===== config.mk =====
export PLATFORM = sky130hd
export DESIGN_NAME = nearest_value_tracker
export DESIGN_NICKNAME = d
export VERILOG_FILES = /design/src/rtl/nearest_pkg.sv /design/src/rtl/nearest_select.sv /design/src/rtl/nearest_value_tracker.sv
export SDC_FILE = /design/constraint.sdc
export NUM_CORES = 1
export LEC_CHECK = 0
export ABC_CLOCK_PERIOD_IN_PS = 12750
export BUFFER_PORTS_ARGS = -buffer_cell sky130_fd_sc_hd__buf_2
export CAP_MARGIN = 20
export CORE_MARGIN = 2
export CORE_UTILIZATION = 45
export DETAILED_ROUTE_END_ITERATION = 12
export GPL_ROUTABILITY_DRIVEN = 0
export GPL_TIMING_DRIVEN = 0
export PLACE_DENSITY = 0.66
export SETUP_SLACK_MARGIN = 0.5
export SLEW_MARGIN = 30
export SYNTH_ARGS = -nofsm -noshare
export SYNTH_HDL_FRONTEND = slang
export SYNTH_HIERARCHICAL = 1
export SYNTH_SLANG_ARGS = --single-unit

===== constraint.sdc =====
create_clock -name clk -period 12.75 [get_ports clk]
set_clock_uncertainty 0.2 [all_clocks]
set_input_delay 1.9125 -clock clk [delete_from_list [all_inputs] [get_ports clk]]
set_output_delay 1.9125 -clock clk [all_outputs]
set_load 0.01 [all_outputs]

===== src/rtl/nearest_pkg.sv =====
// Shared types and default widths for the nearest-value search stage.
package nearest_pkg;

  localparam int W     = 8;
  localparam int CNT_W = 4;

  typedef enum logic [1:0] {
    IDLE = 2'd0,
    SCAN = 2'd1,
    DONE = 2'd2
  } state_t;

endpackage


===== src/rtl/nearest_select.sv =====
// Combinational closer-to-reference compare: candidate distance and a strict-improvement flag.
module nearest_select #(
  parameter int W = 8
) (
  input  logic [W-1:0] ref_val,
  input  logic [W-1:0] incumbent,
  input  logic [W-1:0] candidate,
  output logic [W-1:0] cand_dist,
  output logic         take
);

  logic [W-1:0] inc_dist;

  // Plain unsigned distance, ordered so the subtraction never wraps.
  always_comb begin
    cand_dist = (candidate >= ref_val) ? (candidate - ref_val) : (ref_val - candidate);
    inc_dist  = (incumbent >= ref_val) ? (incumbent - ref_val) : (ref_val - incumbent);
    take      = cand_dist < inc_dist;
  end

endmodule


===== src/rtl/nearest_value_tracker.sv =====
// Streams candidates over valid/ready and keeps the one closest to a latched reference.
module nearest_value_tracker #(
  parameter int W     = nearest_pkg::W,
  parameter int CNT_W = nearest_pkg::CNT_W
) (
  input  logic             clk,
  input  logic             rst,
  input  logic             start,
  input  logic [W-1:0]     ref_in,
  input  logic             cand_valid,
  input  logic [W-1:0]     cand_data,
  input  logic             cand_last,
  output logic             cand_ready,
  output logic             busy,
  output logic             done,
  output logic [W-1:0]     best_data,
  output logic [W-1:0]     best_dist,
  output logic [CNT_W-1:0] best_index,
  output logic [CNT_W-1:0] count
);

  import nearest_pkg::*;

  localparam logic [CNT_W-1:0] MAX_CNT = '1;

  state_t           state_q, state_d;
  logic [W-1:0]     ref_q, ref_d;
  logic [W-1:0]     best_data_q, best_data_d;
  logic [W-1:0]     best_dist_q, best_dist_d;
  logic [CNT_W-1:0] best_index_q, best_index_d;
  logic [CNT_W-1:0] count_q, count_d;

  logic [W-1:0] cand_dist;
  logic         take;
  logic         accept;

  nearest_select #(.W(W)) u_select (
    .ref_val   (ref_q),
    .incumbent (best_data_q),
    .candidate (cand_data),
    .cand_dist (cand_dist),
    .take      (take)
  );

  assign cand_ready = (state_q == SCAN);
  assign busy       = (state_q == SCAN) || (state_q == DONE);
  assign done       = (state_q == DONE);
  assign accept     = cand_valid && cand_ready;

  always_comb begin
    state_d      = state_q;
    ref_d        = ref_q;
    best_data_d  = best_data_q;
    best_dist_d  = best_dist_q;
    best_index_d = best_index_q;
    count_d      = count_q;

    case (state_q)
      IDLE: begin
        if (start) begin
          state_d      = SCAN;
          ref_d        = ref_in;
          best_data_d  = '0;
          best_dist_d  = '0;
          best_index_d = '0;
          count_d      = '0;
        end
      end
      SCAN: begin
        if (accept) begin
          // Strict compare keeps the incumbent on a tie, so the earliest index wins.
          if ((count_q == '0) || take) begin
            best_data_d  = cand_data;
            best_dist_d  = cand_dist;
            best_index_d = count_q;
          end
          count_d = count_q + CNT_W'(1);
          if (cand_last || (count_q == MAX_CNT - CNT_W'(1))) begin
            state_d = DONE;
          end
        end
      end
      DONE:    state_d = IDLE;
      default: state_d = IDLE;
    endcase
  end

  always_ff @(posedge clk) begin
    if (rst) begin
      state_q      <= IDLE;
      ref_q        <= '0;
      best_data_q  <= '0;
      best_dist_q  <= '0;
      best_index_q <= '0;
      count_q      <= '0;
    end else begin
      state_q      <= state_d;
      ref_q        <= ref_d;
      best_data_q  <= best_data_d;
      best_dist_q  <= best_dist_d;
      best_index_q <= best_index_d;
      count_q      <= count_d;
    end
  end

  assign best_data  = best_data_q;
  assign best_dist  = best_dist_q;
  assign best_index = best_index_q;
  assign count      = count_q;

endmodule


Word level (Yosys, flattened, before mapping). Index checks and enable logic that the tools add are counted.

Bits in registers: 34. Latch bits: 0. Memory bits (writable): 0. Memory bits (read-only): 0. Input bits: 21. Output and inout port bits: 27. Word-level logic and storage cells: 51. Memories kept: 0.

$add $sub $neg: 5. $mul: 0. Div/mod/pow operators: 0. Magnitude comparators: 3. Eq/ne operators: 7. Shifts and indexed selects: 0. Muxes and demuxes: 19. Bitwise operators: 0. Reduce and logical (&&, ||, !) cells: 11.

Operator list (number): $mux W8 (7); $pmux W8 S2 (2); $sub A8 B8 Y8 (4); $ge A8 B8 Y1 (2); $mux W4 (4); $pmux W4 S2 (2); $lt A8 B8 Y1 (1); $mux W2 (3); $ne A2 B1 Y1 const B (3); $reduce_and A3 Y1 (2); $add A4 B1 Y4 const B (1); $eq A4 B4 Y1 const B (1); $logic_not A4 Y1 (1); $pmux W2 S2 (1); $reduce_and A4 Y1 (1); $logic_or A1 B1 Y1 (3); $eq A2 B1 Y1 const B (1); $eq A2 B2 Y1 const B (1); $logic_not A2 Y1 (1); $ne A2 B2 Y1 const B (1); $reduce_and A2 Y1 (1); $reduce_bool A2 Y1 (1); $logic_and A1 B1 Y1 (1).

Longest topological paths before layout. Gate-level depths: netlist (run 1).

Word-level depth: 7. Gate-level depth with buffers: 17. Depth with buffers taken out: 16.

By module. Netlist (run 1), hierarchy kept.

By module, submodules not included: nearest_value_tracker (times used 1, cells each 175, area each 1672.9 um^2, sequential area each 680.7 um^2); nearest_select (times used 1, cells each 182, area each 1438.9 um^2, sequential area each 0.0 um^2).

Worst setup path after synthesis (run 1). No wires, ideal clock.

Path type: input -> register. Start point: input cand_data[0]. End point: register best_index_q[2] (netlist: best_index[2]). Setup time: 0.072 ns. Arrival time: 5.211 ns. Required time: 12.478 ns. Path slack: 7.267 ns. Cell stages on the path: 17. Path buffers: 1. Path through: inv_1 -> ha_1 -> inv_1 -> fa_1 -> nand3_1 -> a311oi_2 -> a211oi_4 -> mux2_2 -> ha_1 -> a21o_1 -> a21oi_1 -> o21ai_0 -> a221oi_1 -> nor2b_1 -> a2111oi_4 -> buf_6 -> mux2i_1.

Word-level cells in the longest chain between the ends: 6. Elaborated cells on any way between the ends: 8. Those cells by class: add/sub: 2; order compare: 2; eq/ne: 1; mux: 1; reduce/logical: 2.

RTL lines: from (decl) (line nearest_value_tracker.sv:11) `input logic [W-1:0] cand_data,`; $sub A8 B8 Y8 or $ge A8 B8 Y1 (tied branches) (line nearest_select.sv:16) `cand_dist = (candidate >= ref_val) ? (candidate - ref_val) : (ref_val - candidate);`; $mux W8 * (line nearest_select.sv:16); via cand_dist[1] (line nearest_value_tracker.sv:33) `logic [W-1:0] cand_dist;`; $lt A8 B8 Y1 * (line nearest_select.sv:18) `take = cand_dist < inc_dist;`; via take (line nearest_value_tracker.sv:34) `logic take;`; $logic_or A1 B1 Y1 * (line nearest_value_tracker.sv:72) `if ((count_q == '0) || take) begin`; $ne A2 B1 Y1 (no line) *; $reduce_and A4 Y1 (no line) *; to (signal assigned) (line nearest_value_tracker.sv:101) `best_index_q <= best_index_d;`; to (decl) (line nearest_value_tracker.sv:30) `logic [CNT_W-1:0] best_index_q, best_index_d;`.

Mark *: on every way through the listed nets, which the timed path passes. The rest lies on a longest branch. A chain may end at the register's enable or synchronous reset.

Worst setup path after layout (run 1).
Start point: input cand_data[0]. End point: register best_dist_q[2] (netlist: best_dist[2]).

Word-level cells in the longest chain between the ends: 6. Elaborated cells on any way between the ends: 11. Those cells by class: add/sub: 2; order compare: 2; eq/ne: 1; mux: 4; reduce/logical: 2.

RTL lines: $sub A8 B8 Y8 or $ge A8 B8 Y1 (tied branches) (line nearest_select.sv:16); $mux W8 * (line nearest_select.sv:16); via cand_dist[1] (line nearest_value_tracker.sv:33); $lt A8 B8 Y1 * (line nearest_select.sv:18); via take (line nearest_value_tracker.sv:34); $logic_or A1 B1 Y1 * (line nearest_value_tracker.sv:72); $ne A2 B1 Y1 (no line) *; $reduce_and A4 Y1 (no line) *; to (signal assigned) (line nearest_value_tracker.sv:100) `best_dist_q <= best_dist_d;`; to (decl) (line nearest_value_tracker.sv:29) `logic [W-1:0] best_dist_q, best_dist_d;`.

Mark *: on every way through the listed nets, which the timed path passes. The rest lies on a longest branch. The select of a mux whose other input is x is not followed.

==> flow_metrics.py, run 1 <==
metrics = {
    "final_layout": {
        "fillers": 662,
        "diodes": 0,
        "design_area_sq_mm": 0.00356,
        "layout.nets": 478,
        "multi_input_area_sq_mm": 0.00220,
        "ff_latch_area_sq_um": 681,
        "drive_above_1_share_pct": 17.3,
        "syn_to_final_growth_pct": 14.3,
    },
    "logic_synthesis": {
        "synth_mux_area_share_pct": 11.9,
        "synthCells": 357,
        "ys_top_cells_by_area": "dfxtp_1, ha_1, mux2i_1",
        "syn-num-nets": 425,
        "syn_area_per_cell_sq_um": 8.72,
        "synth_top_area_share_pct": 21.9,
        "synth_compound_area_share_pct": 15.5,
        "synth_cell_types": 41,
        "synthXorXnorAreaFrac_pct": 3.38,
        "synth_common_cells": "ha_1, mux2i_1, inv_1, dfxtp_1, nand2b_1",
        "synth_edf_count": 0,
        "synth_top_family_by_area": "simple AND/OR/NAND/NOR gates",
        "yosys.area_share.simple_pct": 20.1,
        "yosys_register_bits": 34,
        "synth.most_common_cell": "ha_1",
        "synth_ff_type": "dfxtp_1",
        "synth_seq_area_share_pct": 21.9,
        "yosysTopAreaCell": "dfxtp_1",
        "async_reset_ff_share_pct": 0,
        "synth_adder_area_share_pct": 19.9,
        "yosys_warnings": 6,
        "syn_area_sq_mm": 0.00311,
    },
    "clocking": {
        "htreeDepth": 2,
        "clk_latency_ps": 290,
        "cts_max_path_buffers": 2,
        "cts_resized": 0,
        "numCtsBuffers": 5,
        "hold_buffers": 0,
        "clk_pin_slew_ps": 80,
        "root_buffer": "clkbuf_8",
        "cts_sinks": 34,
        "post-cts-setup-buffer-count": 0,
        "cts_tree": "done",
    },
    "global_routing": {
        "grt_pass1_vias": 2440,
        "grt_usage_pct": 19.7,
        "grt_max_degree": 13,
        "antenna_found_initial": 0,
        "grt_pass1_wl_microns": 11800,
        "gr-total-overflow": 0,
    },
    "detailed_routing": {
        "via_count": 2632,
        "drt_iter0_markers": 163,
        "wirelength_microns": 7350,
        "wire_per_inst_microns": 15.0,
        "ant_nets": 0,
        "drc": 0,
        "via_per_inst": 5.36,
        "drt_pass1_iterations": 4,
    },
    "pwr": {
        "power_density_mw_per_mm2": 194,
        "seq_power_share_pct": 19.7,
        "p_switching_uw": 309,
        "intPower_uw": 380,
        "clock_power_share_pct": 14.6,
        "switching_share_pct": 44.8,
        "leakage_uw": 0.00159,
        "pwr-share-comb_pct": 65.6,
        "peakVddDrop_v": 0.000114,
    },
    "critical_path": {
        "cp.required_ps": 12770,
        "start_kind": "input pin",
        "arrival_ps": 5840,
        "cp_max_fo": 10,
        "crit_path_end_kind": "register",
        "worstSetupPathType": "in2reg",
    },
    "die": {
        "coreArea_sq_mm": 0.00676,
        "dieArea_sq_mm": 0.00760,
        "ioPinCount": 48,
        "initial_core_util_pct": 46.1,
        "fp-row-count": 30,
        "die_x_microns": 87.2,
        "die_h_microns": 87.2,
    },
    "outcome": {
        "outcome": "complete, no violations",
    },
    "sta": {
        "relSlewSlack_pct": 59.3,
        "finalCriticalPeriod_ps": 5820,
        "drv_slew": 0,
        "hold_violations": 0,
        "setup_violations": 0,
        "timing.final.crit_share_pct": 45.6,
        "fin_setup_tns_ps": 0,
        "rsz0062_at_grt": "false",
        "tightest_slew_ps": 609,
        "fmax_mhz": 172,
    },
    "placed_design": {
        "io_buffers": 46,
        "place_hpwl_microns": 5920,
        "placed_cell_area_sq_mm": 0.00344,
    },
    "hold_path": {
        "hold_class": "reg2reg",
    },
    "job": {
        "max_cap_viol_count": 0,
    },
}
==> cell usage in the layout (no fill, tap or decap), drive strengths merged, types with 13 or more instances in the layout <==
cell type	n
nand2b	26
buf	53
nand3b	22
a21oi	26
inv	35
nand2	17
mux2i	36
dfxtp	34
ha	43
clkbuf	16
nand3	13
==> final cells by class <==
| type | count | area share, % |
|---|---|---|
| buffer | 18 | 2.74 |
| clock buffer | 5 | 1.94 |
| clock inverter | 3 | 1.27 |
| inverter | 35 | 3.69 |
| multi-input combinational | 270 | 61.9 |
| sequential | 34 | 19.1 |
| tap | 80 | 2.81 |
| timing repair buffer | 46 | 6.47 |
==> through the flow <==
step	worst slack, ps	power (uW)	util [%]	instances	hold slack [ps]
6_report	6930	689	52.6	491	272
5_1_grt	6700	747	52.6	491	294
4_1_cts	6880	689	52.6	491	272
3_5_place_dp	6590	586	50.9	483	262
3_3_place_gp	6670	577	50.9	483	248
2_1_floorplan	7270	486	-	357	236
==> worst max-delay path: stages <==
cell and delay (ps):
buf_2 120, inv_1 50, ha_1 160, inv_1 60, fa_1 390, nand3_1 110
a311oi_2 130, a211oi_4 500, mux2_2 440, ha_1 300, a21o_1 160, a21oi_1 130
o21ai_0 110, a221oi_1 330, nor2b_1 130, a2111oi_4 380, buf_6 240, mux2i_1 200
==> kinds of logic after synthesis <==
group | Yosys count
muxes | 37
and+or+nand+nor | 106
DFF | 34
xor gates and xnor gates | 12
AOI/OAI and AO/OA | 68
adders and majority gates | 47
buffers and inverters | 53
==> power groups by stage <==
stage | sequential (uW) | clock (uW) | combinational, uW
5_1_grt | 138 | 108 | 501
4_1_cts | 136 | 103 | 450
2_1_floorplan | 139 | 0 | 348
3_3_place_gp | 138 | 0 | 439
6_report | 136 | 101 | 452
3_5_place_dp | 139 | 0 | 447
==> layer usage <==
layer / up-vias / global-route usage, % / part of all wire (%) / routed length [microns]
met5: - / 0 / 0 / 0
met2: 62 / 31.4 / 45 / 3340
met1: 1205 / 27.8 / 50 / 3650
li1: 1357 / - / - / -
met3: 8 / 2.94 / 3.8 / 279
met4: 0 / 5.45 / 1.1 / 80
==> registers in the layout, summed over array words and instances (netlist names) <==
name        count
state_q         2
best_index      4
best_dist       8
best_data       8
ref_q           8
count           4
==> final timing paths <==
path | cells past startpoint | to | slack [ps] | startpoint
worst max-delay path | 18 | best_dist[2] | 6930 | cand_data[0]
worst min-delay path | 2 | ref_q[7] | 270 | ref_q[7]
worst max register to register | 15 | best_dist[2] | 8130 | ref_q[1]
worst min register to register | 2 | ref_q[7] | 270 | ref_q[7]
Power figures use the tool's default switching activity.
==> run 2: changes to the inputs <==
--- a/config.mk
+++ b/config.mk
@@ -5,7 +5,8 @@
 export SDC_FILE = /design/constraint.sdc
 export NUM_CORES = 1
 export LEC_CHECK = 0
-export ABC_CLOCK_PERIOD_IN_PS = 12750
+export ABC_AREA = 1
+export ABC_CLOCK_PERIOD_IN_PS = 5900
 export BUFFER_PORTS_ARGS = -buffer_cell sky130_fd_sc_hd__buf_2
 export CAP_MARGIN = 20
 export CORE_MARGIN = 2
@@ -13,7 +14,7 @@
 export DETAILED_ROUTE_END_ITERATION = 12
 export GPL_ROUTABILITY_DRIVEN = 0
 export GPL_TIMING_DRIVEN = 0
-export PLACE_DENSITY = 0.66
+export PLACE_DENSITY = 0.65
 export SETUP_SLACK_MARGIN = 0.5
 export SLEW_MARGIN = 30
 export SYNTH_ARGS = -nofsm -noshare
==> constraint.sdc (replaced) <==
create_clock -name clk -period 5.9 [get_ports clk]
set_clock_uncertainty 0.2 [all_clocks]
set_input_delay 0.885 -clock clk [delete_from_list [all_inputs] [get_ports clk]]
set_output_delay 0.885 -clock clk [all_outputs]
set_load 0.01 [all_outputs]
==> run 2 against run 1 <==
  * Synthesized cell count is 57% higher
  * Register-to-register slack got worse by 6200 ps
  * Final cell count grew 46%
  * Combinational power increased to 3.9 times the previous value
  * Non-clock buffer count up 4
  * Core utilization is 0.37 points lower
  * Flip-flop and latch count did not move
  * Design area is 12% higher
  * Sequential power rose to 2.8 times the previous value
  * Routed wire length increased by 22%
  * Setup slack lost 5100 ps
  * Largest cell class unchanged
  * Largest power group unchanged
==> flow_metrics.py, run 2 <==
metrics = {
    "outcome": {
        "outcome": "complete, no violations",
    },
    "clocking": {
        "htreeDepth": 2,
        "clk_latency_ps": 280,
        "numCtsBuffers": 5,
        "cts_sinks": 34,
        "hold_buffers": 0,
        "cts_resized": 0,
        "cts_tree": "done",
        "root_buffer": "clkbuf_8",
        "cts_max_path_buffers": 2,
        "clk_pin_slew_ps": 70,
        "post-cts-setup-buffer-count": 0,
    },
    "final_layout": {
        "fin_util_pct": 52.3,
        "syn_to_final_growth_pct": 13.5,
        "drive_above_1_share_pct": 16.7,
        "ff_latch_area_sq_um": 681,
        "multi_input_area_sq_mm": 0.00236,
        "final_cell_mix": "nand2_1, inv_1, nand3_1, buf_2, nor2_1",
        "diodes": 0,
        "layout.nets": 683,
        "layout_commonest_cell": "nand2_1",
        "fillers": 794,
    },
    "pwr": {
        "peakVddDrop_v": 0.000300,
        "leakage_uw": 0.00220,
        "power_density_mw_per_mm2": 593,
    },
    "sta": {
        "fin_ws_ps": 1800,
        "timing.final.crit_share_pct": 69.6,
        "drv_slew": 0,
        "finalCriticalPeriod_ps": 4100,
        "rsz0062_at_grt": "false",
        "tightest_slew_ps": 460,
        "fin_setup_tns_ps": 0,
        "fmax_mhz": 244,
        "setup_violations": 0,
        "relSlewSlack_pct": 69.3,
        "holdWs_ps": 282,
        "hold_violations": 0,
    },
    "critical_path": {
        "critical_path.cell_chain": "buf_2 > inv_1 > ha_1 > inv_1 > fa_1 > nand3_1 > nand3_1 > nand2_1 > nand3_2 > o21ai_1 > ha_1 > a21oi_1 > nand2_1 > a21oi_1 > nor2_1 > nand2_1 > buf_2 > a21oi_2 > nor2_1",
        "cp.required_ps": 5920,
        "critPathBufInv": 4,
        "rr_worst_depth": 16,
        "cp_max_fo": 10,
        "worstSetupPathType": "in2reg",
        "start_kind": "input pin",
        "cpPeakStageDelay_ps": 430,
        "arrival_ps": 4120,
        "slowest_stage": "fa_1",
        "crit_path_end_kind": "register",
        "path_common_cell": "nand2_1",
        "cp_num_cells": 19,
        "critPathTopFamily": "simple AND/OR/NAND/NOR gates",
    },
    "logic_synthesis": {
        "syn-num-nets": 629,
        "async_reset_ff_share_pct": 0,
        "synth.most_common_cell": "nand2_1",
        "synth_top_area_share_pct": 19.3,
        "ys_top_cells_by_area": "dfxtp_1, nand2_1, ha_1",
        "synth_seq_area_share_pct": 19.3,
        "synth_cell_types": 27,
        "synth_edf_count": 0,
        "synthCells": 561,
        "yosys_register_bits": 34,
        "syn_area_sq_mm": 0.00352,
        "yosys_warnings": 6,
        "synth_ff_type": "dfxtp_1",
        "synth_common_cells": "nand2_1, inv_1, nand3_1, nor2_1, ha_1",
        "yosysTopAreaCell": "dfxtp_1",
        "syn_area_per_cell_sq_um": 6.28,
    },
    "placed_design": {
        "io_buffers": 47,
        "place_hpwl_microns": 7480,
        "pre_cts_slack_ps": 1560,
    },
    "detailed_routing": {
        "drt_pass1_iterations": 4,
        "via_per_inst": 4.87,
        "drt_iter0_markers": 107,
        "wirelength_microns": 8970,
        "via_count": 3495,
        "ant_nets": 0,
        "wire_per_inst_microns": 12.5,
        "drc": 0,
    },
    "die": {
        "die_h_microns": 92.5,
        "initial_core_util_pct": 46.0,
        "fp-row-count": 32,
        "ioPinCount": 48,
        "coreArea_sq_mm": 0.00765,
        "die_x_microns": 92.5,
        "dieArea_sq_mm": 0.00855,
    },
    "global_routing": {
        "gr-usage-met3_pct": 3.01,
        "antenna_found_initial": 0,
        "grt_usage_pct": 21.9,
        "grt_pass1_wl_microns": 15100,
        "met1_usage_pct": 27.5,
        "gr-max-usage-layer": "met2",
        "grt_pass1_vias": 3344,
        "gr-total-overflow": 0,
        "globalRouteMet2Util_pct": 38.7,
        "grt_max_degree": 11,
    },
    "hold_path": {
        "hold_class": "reg2reg",
        "holdPathStages": 2,
    },
    "job": {
        "max_cap_viol_count": 0,
    },
}
-- run 2: changes by cell type after synthesis, sizes merged, moves of 14 or more --
cell / previous run / this run
nor2: 8 / 55
nand2: 17 / 178
inv: 35 / 88
nand2b: 26 / 0
nand3b: 22 / 0
nand3: 13 / 60
a21oi: 26 / 40
mux2i: 36 / 0
-- run 2: layout make-up --
| type | instances | area share, % |
|---|---|---|
| tap | 102 | 3.19 |
| clock inverter | 1 | 0.751 |
| buffer | 21 | 3.73 |
| inverter | 89 | 8.36 |
| sequential | 34 | 17.0 |
| multi-input combinational | 417 | 59.0 |
| timing repair buffer | 47 | 5.89 |
| clock buffer | 6 | 2.07 |
-- run 2: path summary, 6_finish.rpt --
path	slack [ps]	to	start
worst max-delay path	1800	best_dist[7]	cand_data[0]
worst min-delay path	280	best_index[1]	best_index[1]
worst max register to register	1960	best_dist[7]	ref_q[1]
worst min register to register	280	best_index[1]	best_index[1]
-- run 2: cells by family (layout without fill, tap and decap cells) --
family / after synthesis / after routing / synth area share (%)
simple gates: 298 / 298 / 36.4
buf+inv: 110 / 164 / 13.7
compound gates: 60 / 60 / 10.0
fa+ha+maj: 47 / 47 / 17.6
flops: 34 / 34 / 19.3
xor+xnor: 12 / 12 / 2.99
-- run 2: where the power goes --
| part | internal [uW] | switching [uW] | total (uW) |
|---|---|---|---|
| sequential | 302 | 71.1 | 374 |
| combinational | 689 | 1090 | 1780 |
| clock | 135 | 82.1 | 217 |
| total | 1130 | 1240 | 2370 |
-- run 2: worst reg2reg max path, stage by stage, from the launching register on --
cell and delay, ps:
dfxtp_1 530, inv_1 220, fa_1 510, nand3_1 90
nand3_1 120, nand2_1 120, nand3_2 200, o21ai_1 410
ha_1 320, a21oi_1 150, nand2_1 90, a21oi_1 210
nor2_1 70, nand2_1 120, buf_2 320, a21oi_2 100
nor2_1 100
-- run 2: layer usage --
metal  vias up  share of wire, %
met4         0               2.1
met1      1571                47
met3        14               4.2
li1       1846                 -
met2        64                47
met5         -                 0
-- run 2: stage by stage --
step	area (sq um)	total power [uW]	instances
final	4000	2370	717
after global routing	4000	2640	717
after CTS	4000	2380	717
after detailed placement	3880	2150	710
after global placement	3880	2090	710
after floorplan	3520	1730	561
==> run 3: changes to the inputs <==
--- a/config.mk
+++ b/config.mk
@@ -6,7 +6,7 @@
 export NUM_CORES = 1
 export LEC_CHECK = 0
 export ABC_AREA = 1
-export ABC_CLOCK_PERIOD_IN_PS = 5900
+export ABC_CLOCK_PERIOD_IN_PS = 3800
 export BUFFER_PORTS_ARGS = -buffer_cell sky130_fd_sc_hd__buf_2
 export CAP_MARGIN = 20
 export CORE_MARGIN = 2
==> constraint.sdc (replaced) <==
create_clock -name clk -period 3.8 [get_ports clk]
set_clock_uncertainty 0.2 [all_clocks]
set_input_delay 0.57 -clock clk [delete_from_list [all_inputs] [get_ports clk]]
set_output_delay 0.57 -clock clk [all_outputs]
set_load 0.01 [all_outputs]
==> run 3 against run 2 <==
  * Core utilization grew 11 points
  * Setup slack lost 1400 ps
  * Critical path type unchanged
  * Hold slack lost 6.6 ps
  * Via count grew 9.1%
  * Clock power grew 56%
  * Highest routed layer unchanged
  * Final cell count grew 3.8%
==> flow_metrics.py, run 3 (synthesis results as in run 2) <==
metrics = {
    "global_routing": {
        "grt_pass1_wl_microns": 16100,
        "gr-max-usage-layer": "met2",
        "grt_pass1_vias": 3506,
        "grt_max_degree": 11,
        "antenna_found_initial": 0,
        "gr-total-overflow": 0,
        "grt_usage_pct": 23.6,
        "gr-usage-met3_pct": 3.09,
        "globalRouteMet2Util_pct": 41.1,
        "met1_usage_pct": 29.5,
    },
    "die": {
        "ioPinCount": 48,
        "dieArea_sq_mm": 0.00855,
        "fp-row-count": 32,
        "die_x_microns": 92.5,
        "initial_core_util_pct": 46.0,
        "coreArea_sq_mm": 0.00765,
        "die_h_microns": 92.5,
    },
    "clocking": {
        "htreeDepth": 2,
        "root_buffer": "clkbuf_8",
        "clk_latency_ps": 280,
        "cts_max_path_buffers": 2,
        "hold_buffers": 0,
        "cts_sinks": 34,
        "cts_tree": "done",
        "clk_pin_slew_ps": 70,
        "numCtsBuffers": 5,
    },
    "detailed_routing": {
        "wire_per_inst_microns": 14.1,
        "drt_iter0_markers": 163,
        "drt_pass1_iterations": 4,
        "ant_nets": 0,
        "drc": 0,
        "via_count": 3812,
        "wirelength_microns": 10500,
        "via_per_inst": 5.12,
    },
    "critical_path": {
        "critical_path.cell_chain": "buf_8 > inv_4 > ha_4 > inv_4 > fa_2 > nand3_2 > nand3_4 > buf_4 > buf_4 > xor2_1 > nand2_1 > o21ai_2 > ha_1 > nand2_1 > nor2_2 > a21oi_2 > nor2_1 > nand2_2 > buf_4 > buf_6 > nand3_1 > nand2_1 > nor2_1",
        "cp.required_ps": 3820,
        "start_kind": "input pin",
        "r2r-start": "ref_q[0]",
        "rr_worst_depth": 21,
        "critPathBufInv": 7,
        "slowest_stage": "fa_2",
        "critPathCapture": "best_dist[0]",
        "worstSetupPathType": "in2reg",
        "cp_num_cells": 23,
        "arrival_ps": 3450,
        "reg2reg_slack_ps": 390,
        "critPathLaunch": "cand_data[0]",
        "cp_max_fo": 5,
        "crit_path_end_kind": "register",
        "timing.rr.end": "best_dist[0]",
        "cpPeakStageDelay_ps": 400,
        "critPathTopFamily": "simple AND/OR/NAND/NOR gates",
    },
    "placed_design": {
        "pre_cts_slack_ps": -227,
        "place_hpwl_microns": 7480,
        "io_buffers": 47,
    },
    "final_layout": {
        "final_cell_mix": "nand2_1, inv_1, buf_2",
        "diodes": 0,
        "syn_to_final_growth_pct": 36.5,
        "layout_commonest_cell": "nand2_1",
        "drive_above_1_share_pct": 34.0,
        "layout.nets": 710,
    },
    "hold_path": {
        "hold_class": "reg2reg",
    },
    "pwr": {
        "peakVddDrop_v": 0.000478,
        "leakage_uw": 0.00245,
        "power_density_mw_per_mm2": 1000,
    },
    "sta": {
        "fmax_mhz": 291,
        "setup_violations": 0,
        "tightest_slew_ps": 462,
        "fin_ws_ps": 369,
        "fin_setup_tns_ps": 0,
        "finalCriticalPeriod_ps": 3430,
        "rsz0062_at_grt": "true",
        "drv_slew": 0,
        "timing.final.crit_share_pct": 90.3,
        "hold_violations": 0,
        "relSlewSlack_pct": 69.2,
    },
    "job": {
        "max_cap_viol_count": 0,
    },
    "outcome": {
        "outcome": "complete, no violations",
    },
}
[run 3: stage by stage]
step | utilization (%) | hold WS (ps) | power, uW | area [sq um] | std cells
after global placement | 50.8 | 264 | 3250 | 3880 | 710
after CTS | 57.6 | 291 | 4070 | 4400 | 733
after floorplan | - | 250 | 2690 | 3520 | 561
final | 62.8 | 276 | 4820 | 4800 | 744
after detailed placement | 50.8 | 274 | 3340 | 3880 | 710
after global routing | 62.8 | 298 | 5220 | 4800 | 744
[run 3: report_power, final]
part | leakage, uW | switching (uW) | internal, uW | total [uW]
clock network | 0.0000573 | 129 | 210 | 339
logic | 0.00211 | 2220 | 1660 | 3890
registers | 0.000284 | 121 | 479 | 600
total | 0.00245 | 2470 | 2350 | 4820
[run 3: worst min-delay path by stage]
stage	from	end	slack (ps)	cells past startpoint
floorplan	state_q[0]	state_q[0]	250	2
global placement	best_dist[2]	best_dist[2]	260	2
detailed placement	best_index[1]	best_index[1]	270	2
CTS	best_index[1]	best_index[1]	290	2
global route	best_index[0]	best_index[0]	300	2
finish	best_index[0]	best_index[0]	280	2
[run 3: cell type report]
type / count / area (sq um)
inverters: 89 / 345
repair buffers: 73 / 514
multi-input cells: 418 / 2810
clock buffers: 6 / 82.6
flip-flops and latches: 34 / 701
clock inverters: 1 / 30.0
plain buffers: 21 / 191
well taps: 102 / 128
fillers: 702 / 2840
[run 3: worst register-to-register path: stages, from the launching register on]
cell and delay (ps):
dfxtp_4 390, ha_4 150, inv_4 40, fa_2 400, nand3_2 90, nand3_4 90
buf_4 140, buf_4 120, xor2_1 140, nand2_1 90, o21ai_2 90, ha_1 310
nand2_1 80, nor2_2 140, a21oi_2 90, nor2_1 130, nand2_2 120, buf_4 160
buf_6 120, nand3_1 80, nand2_1 70, nor2_1 110
[run 3: repair_timing]
action / 4_1_cts / 5_1_grt
buffers inserted: 11 / 10
gates cloned: 5 / 1
pin swaps: 16 / 34
resized for setup: 78 / 66
endpoints found under the setup margin: 20 / 20
[run 3: metal layers]
| metal | routed length, microns | up-vias |
|---|---|---|
| li1 | - | 1902 |
| met1 | 4510 | 1775 |
| met4 | 333 | 0 |
| met2 | 5190 | 113 |
| met3 | 486 | 22 |
| met5 | 0 | - |
